--- src/rtl/soc_sram_sp_ahb3_bridge.sv ---
// AHB3-Lite slave to single-port synchronous SRAM (read data one cycle after issue).
// Zero-wait reads/writes; one wait state for a read whose address phase meets a write data phase.
module soc_sram_sp_ahb3_bridge #(
  parameter int PLEN    = 32,
  parameter int XLEN    = 32,
  parameter int WORD_AW = PLEN - 2
) (
  input  logic               clk,
  input  logic               rst,
  input  logic               HSEL,
  input  logic [PLEN-1:0]    HADDR,
  input  logic [XLEN-1:0]    HWDATA,
  input  logic               HWRITE,
  input  logic [2:0]         HSIZE,
  input  logic [2:0]         HBURST,
  input  logic [3:0]         HPROT,
  input  logic [1:0]         HTRANS,
  input  logic               HMASTLOCK,
  input  logic               HREADY,
  output logic               HREADYOUT,
  output logic               HRESP,
  output logic [XLEN-1:0]    HRDATA,
  output logic               sram_ce,
  output logic               sram_we,
  output logic               sram_oe,
  output logic [WORD_AW-1:0] sram_waddr,
  output logic [XLEN-1:0]    sram_din,
  output logic [3:0]         sram_sel,
  input  logic [XLEN-1:0]    sram_dout
);

  typedef enum logic [2:0] {
    IDLE, WRITE, READ, READ_STALL, ERR1, ERR2
  } state_t;

  state_t             r_state;
  state_t             w_next;
  logic [WORD_AW-1:0] r_waddr;
  logic [3:0]         r_sel;

  logic               w_ready;
  logic               w_acc;
  logic               w_err;
  logic [3:0]         w_lanes;
  logic [WORD_AW-1:0] w_haddr_word;
  logic               w_unused;

  assign w_unused     = ^{HBURST, HPROT, HMASTLOCK, HADDR};
  assign w_haddr_word = HADDR[WORD_AW+1:2];

  // The bridge is the only stalling agent, so its own wait states also block acceptance.
  assign w_ready = (r_state != READ_STALL) && (r_state != ERR1);
  assign w_acc   = HSEL & HREADY & HTRANS[1] & w_ready;

  always_comb begin
    w_lanes = 4'b0000;
    w_err   = 1'b0;
    case (HSIZE)
      3'd0: w_lanes = 4'b0001 << HADDR[1:0];
      3'd1: begin
        w_lanes = HADDR[1] ? 4'b1100 : 4'b0011;
        w_err   = HADDR[0];
      end
      3'd2: begin
        w_lanes = 4'b1111;
        w_err   = |HADDR[1:0];
      end
      default: w_err = 1'b1;
    endcase
  end

  always_ff @(posedge clk) begin
    if (rst) begin
      r_state <= IDLE;
      r_waddr <= '0;
      r_sel   <= '0;
    end else begin
      r_state <= w_next;
      if (w_acc) begin
        r_waddr <= w_haddr_word;
        r_sel   <= w_lanes;
      end
    end
  end

  always_comb begin
    w_next = r_state;
    case (r_state)
      READ_STALL: w_next = READ;
      ERR1:       w_next = ERR2;
      default: begin
        w_next = IDLE;
        if (w_acc) begin
          if (w_err)                 w_next = ERR1;
          else if (HWRITE)           w_next = WRITE;
          else if (r_state == WRITE) w_next = READ_STALL;
          else                       w_next = READ;
        end
      end
    endcase
  end

  assign HREADYOUT = w_ready;
  assign HRESP     = (r_state == ERR1) || (r_state == ERR2);
  assign HRDATA    = (r_state == READ) ? sram_dout : '0;

  // A pending write data phase owns the SRAM port; a colliding read waits in READ_STALL.
  always_comb begin
    sram_ce    = 1'b0;
    sram_we    = 1'b0;
    sram_oe    = 1'b0;
    sram_waddr = '0;
    sram_din   = '0;
    sram_sel   = 4'b0000;
    if (!rst) begin
      if (r_state == WRITE) begin
        sram_ce    = 1'b1;
        sram_we    = 1'b1;
        sram_waddr = r_waddr;
        sram_din   = HWDATA;
        sram_sel   = r_sel;
      end else if (r_state == READ_STALL) begin
        sram_ce    = 1'b1;
        sram_oe    = 1'b1;
        sram_waddr = r_waddr;
      end else if (w_acc && !w_err && !HWRITE) begin
        sram_ce    = 1'b1;
        sram_oe    = 1'b1;
        sram_waddr = w_haddr_word;
      end
    end
  end

endmodule
--- config.mk ---
export PLATFORM = sky130hd
export DESIGN_NAME = soc_sram_sp_ahb3_bridge
export DESIGN_NICKNAME = d
export VERILOG_FILES = /design/src/rtl/soc_sram_sp_ahb3_bridge.sv
export SDC_FILE = /design/constraint.sdc
export NUM_CORES = 1
export LEC_CHECK = 0
export CORE_MARGIN = 2
export CORE_UTILIZATION = 33
export CTS_CLUSTER_DIAMETER = 60
export CTS_CLUSTER_SIZE = 10
export DETAILED_ROUTE_END_ITERATION = 8
export GPL_TIMING_DRIVEN = 0
export PLACE_DENSITY = 0.86
export SYNTH_ARGS = -nofsm -noshare
export SYNTH_HDL_FRONTEND = slang
export SYNTH_SLANG_ARGS = --single-unit
--- constraint.sdc ---
create_clock -name clk -period 4.5 [get_ports clk]
set_clock_uncertainty 0.15 [all_clocks]
set_input_delay 1.125 -clock clk [delete_from_list [all_inputs] [get_ports clk]]
set_output_delay 1.125 -clock clk [all_outputs]
set_load 0.1 [all_outputs]
==> results.json <==
{
  "ir_worst_vdd_mv": 0.141,
  "cts_tree": "yes",
  "die_y_um": 87.8,
  "critical-path-max-stage-delay_ns": 0.53,
  "top_layer": "met4",
  "critical_path_class": "in2out",
  "post_synth.cell_area_avg_sq_um": 6.38,
  "worstHoldPathType": "reg2reg",
  "timing.final.setup_violations": 0,
  "critPathLaunchType": "input pin",
  "syn_inst_count": 363,
  "timing.final.max_slew_violations": 0,
  "internal_power_w": 0.000571,
  "fillCellCount": 613,
  "post_route_fraction_of_the_period_consumed_by_the_critical_path_pct": 98.9,
  "clock_sinks": 37,
  "finalHoldWorstSlack_ns": 0.301,
  "ys_seq_area_share_pct": 32.0,
  "fin_crit_ns": 4.45,
  "cpMaxStageDelayCell": "or4b_1",
  "share_clk_of_total_power_pct": 27.7,
  "cts.htree.levels": 2,
  "routabilityCongestion": 0.781,
  "routed_wirelength_mm": 8.85,
  "highest_clock_rate_mhz": 225,
  "cp_max_fo": 10,
  "timing.hold.worst.start": "r_sel[0]",
  "cp.arrival_ns": 3.18,
  "switching_power_w": 0.000242,
  "cts-root-to-sink-buffers": 2,
  "max_cap_viol_count": 0,
  "pwr_density_cell_mw_per_mm2": 178,
  "die_outline_area_sq_mm": 0.00771,
  "regToRegSetupSlack_ns": 2.38,
  "dr.pass1.iters": 6,
  "report.final.hold_viol_count": 0,
  "global_route_wire_length_before_repair_mm": 13.8,
  "seqPwrFrac_pct": 42.3,
  "die_width_um": 87.8,
  "worstSkewPairLatency_ns": 0.27,
  "grt_max_degree": 11,
  "final_antenna_net_count": 0,
  "ys_ff_latch": 37,
  "drc": 0,
  "layout_commonest_cell": "clkdlybuf4s50_1",
  "finish.cell_count_without_fillers": 673,
  "required_ns": 3.22,
  "buffer_ports.inserted": 207,
  "ys.warnings.count": 0,
  "whs_endpoint": "r_sel[0]",
  "antenna_cells": 0,
  "signed_area_change_from_the_synthesized_netlist_to_the_final_layout_pct": 96.8,
  "timing_worst_slew_pin_value_ns": 1.02,
  "timing.max_slew.rel_slack_pct": 31.9,
  "timing.rr.end": "r_waddr[29]",
  "numCtsBuffers": 5,
  "gr-usage-all-layers_pct": 22.4,
  "grt_overflow": 0,
  "worst-r2r-cell-count": 6,
  "power.leakage_nw": 1.78,
  "wire_per_inst_um": 13.2,
  "totalNegativeSetupSlack_ns": 0,
  "result_of_the_run": "finished, final reports clean",
  "num_rows": 30,
  "cts.reportedPaths.clkPinSlew_ns": 0.06,
  "unrepaired_setup_endpoints_after_global_routing": "no",
  "wl_met2_mm": 4.42,
  "cts-root-buf": "clkbuf_8",
  "netlist-cell-type-count": 23,
  "worst-path-buf-inv": 3,
  "power_switching_share_pct": 29.7,
  "grt_antenna_before_repair": 0,
  "comb_power_share_pct": 30.0,
  "syn-cell-area_sq_mm": 0.00232,
  "met3_wirelength_um": 828,
  "synth_nets": 477,
  "regToRegStartpoint": "r_state[1]",
  "placedCellCount": 666,
  "vias_per_cell": 4.61,
  "most_frequent_cells_in_the_layout": "clkdlybuf4s50_1, nand2_1, a21oi_1, and2_1, dfxtp_1",
  "largest_delay_contributor_family_on_the_critical_path": "buffers and inverters",
  "initial_utilization_pct": 34.1,
  "first_iter_violations": 149,
  "post-dp-hpwl_mm": 7.22,
  "boundaryPins": 217,
  "fp.coreArea_sq_mm": 0.00679,
  "worstSetupEndpointType": "output port",
  "num_vias": 3102,
  "cp_cell_sequence": "clkdlybuf4s50_1, nand3_1, a211o_1, buf_6, or4b_1, a21oi_2, buf_4",
  "fin_nets": 691,
  "timing.hold.worst_path_depth": 2,
  "number_of_global_route_vias_before_repair": 2885,
  "layout-drive-gt1-share_pct": 13.5,
  "wl_met1_mm": 3.51
}
[cells by family (layout without fill, tap and decap cells)]
group / after synthesis / in the layout / share of synthesized area [%]
buffers and inverters: 31 / 245 / 5.89
DFF: 37 / 37 / 32.0
and+or+nand+nor: 215 / 215 / 43.9
AOI/OAI and AO/OA: 80 / 80 / 18.3
[per-layer routing]
layer  vias to the layer above  GRT usage (%)
li1                       1587              -
met1                      1358           27.0
met2                       148           40.2
met3                         9           5.75
met4                         0           5.03
met5                         -              0
[metrics by stage]
stage	cell area, sq um	worst slack, ns	utilization [%]	total power, W
5_1_grt	4560	0.00694	67.1	0.000851
3_3_place_gp	4510	-0.765	66.4	0.000593
6_report	4560	0.0480	67.1	0.000813
4_1_cts	4490	0.00646	66.1	0.000817
3_5_place_dp	4510	-0.795	66.4	0.000597
2_1_floorplan	2320	-0.216	-	0.000470
[repair_timing]
action                                 4_1_cts  5_1_grt
endpoints found under the hold margin        0        0
setup endpoints to repair                   69       58
gates resized for setup                    255       34
buffers inserted                             0        0
hold buffers                                 0        0
pin swaps                                    0        0
[worst register-to-register path: stages (launching register included)]
cell	delay (ns)
dfxtp_1	0.30
buf_2	0.21
nor3b_1	0.13
a211oi_2	0.56
clkbuf_1	0.44
nand2_1	0.14
a21oi_1	0.13
[flip-flops by register name, indices dropped and copies added (netlist names)]
register / count
r_sel: 4
r_state: 3
r_waddr: 30
[layout make-up]
type	instances	area, sq um	area share, %
plain buffers	29	130	2.85
clock buffers	7	86.3	1.89
inverters	2	7.51	0.165
multi-input cells	295	1460	31.9
flip-flops and latches	37	741	16.2
well taps	96	120	2.63
repair buffers	207	2020	44.3
[synth_stat cells]
library cell | count | area, sq um
a211oi_2 | 1 | 12.5
buf_6 | 2 | 22.5
a211o_1 | 1 | 8.76
clkbuf_1 | 23 | 86.3
nor2_1 | 6 | 22.5
dfxtp_1 | 37 | 741
or4_1 | 1 | 7.51
a21oi_1 | 71 | 355
nor3_1 | 3 | 15.0
nor3b_1 | 2 | 15.0
and2_1 | 68 | 425
or4b_1 | 1 | 10.0
nand3_1 | 2 | 10.0
o211ai_1 | 2 | 15.0
o21ai_0 | 3 | 15.0
o22a_1 | 1 | 8.76
a21o_1 | 1 | 7.51
nand2b_1 | 3 | 18.8
buf_2 | 4 | 20.0
nor2b_1 | 2 | 12.5
nand2_1 | 126 | 473
nand3b_1 | 1 | 7.51
inv_1 | 2 | 7.51
[worst max path at each step]
stage              start             end  slack [ns]  depth (start not counted)
2_1_floorplan  HTRANS[1]  sram_waddr[20]       -0.22                          6
3_3_place_gp   HTRANS[1]         sram_oe       -0.76                          7
3_5_place_dp         rst    sram_din[20]       -0.79                          5
4_1_cts        HTRANS[1]  sram_waddr[15]       0.006                          8
5_1_grt        HTRANS[1]         sram_oe       0.007                          7
6_report            HSEL         sram_oe        0.05                          7
[power by group through the flow]
stage	combinational [W]	clock [W]	sequential, W
after floorplan	0.000121	0	0.000350
after global placement	0.000242	0	0.000350
after detailed placement	0.000246	0	0.000351
after CTS	0.000243	0.000231	0.000344
after global routing	0.000261	0.000246	0.000345
final	0.000244	0.000226	0.000344
Note: power is estimated with default switching activity, not from simulation.
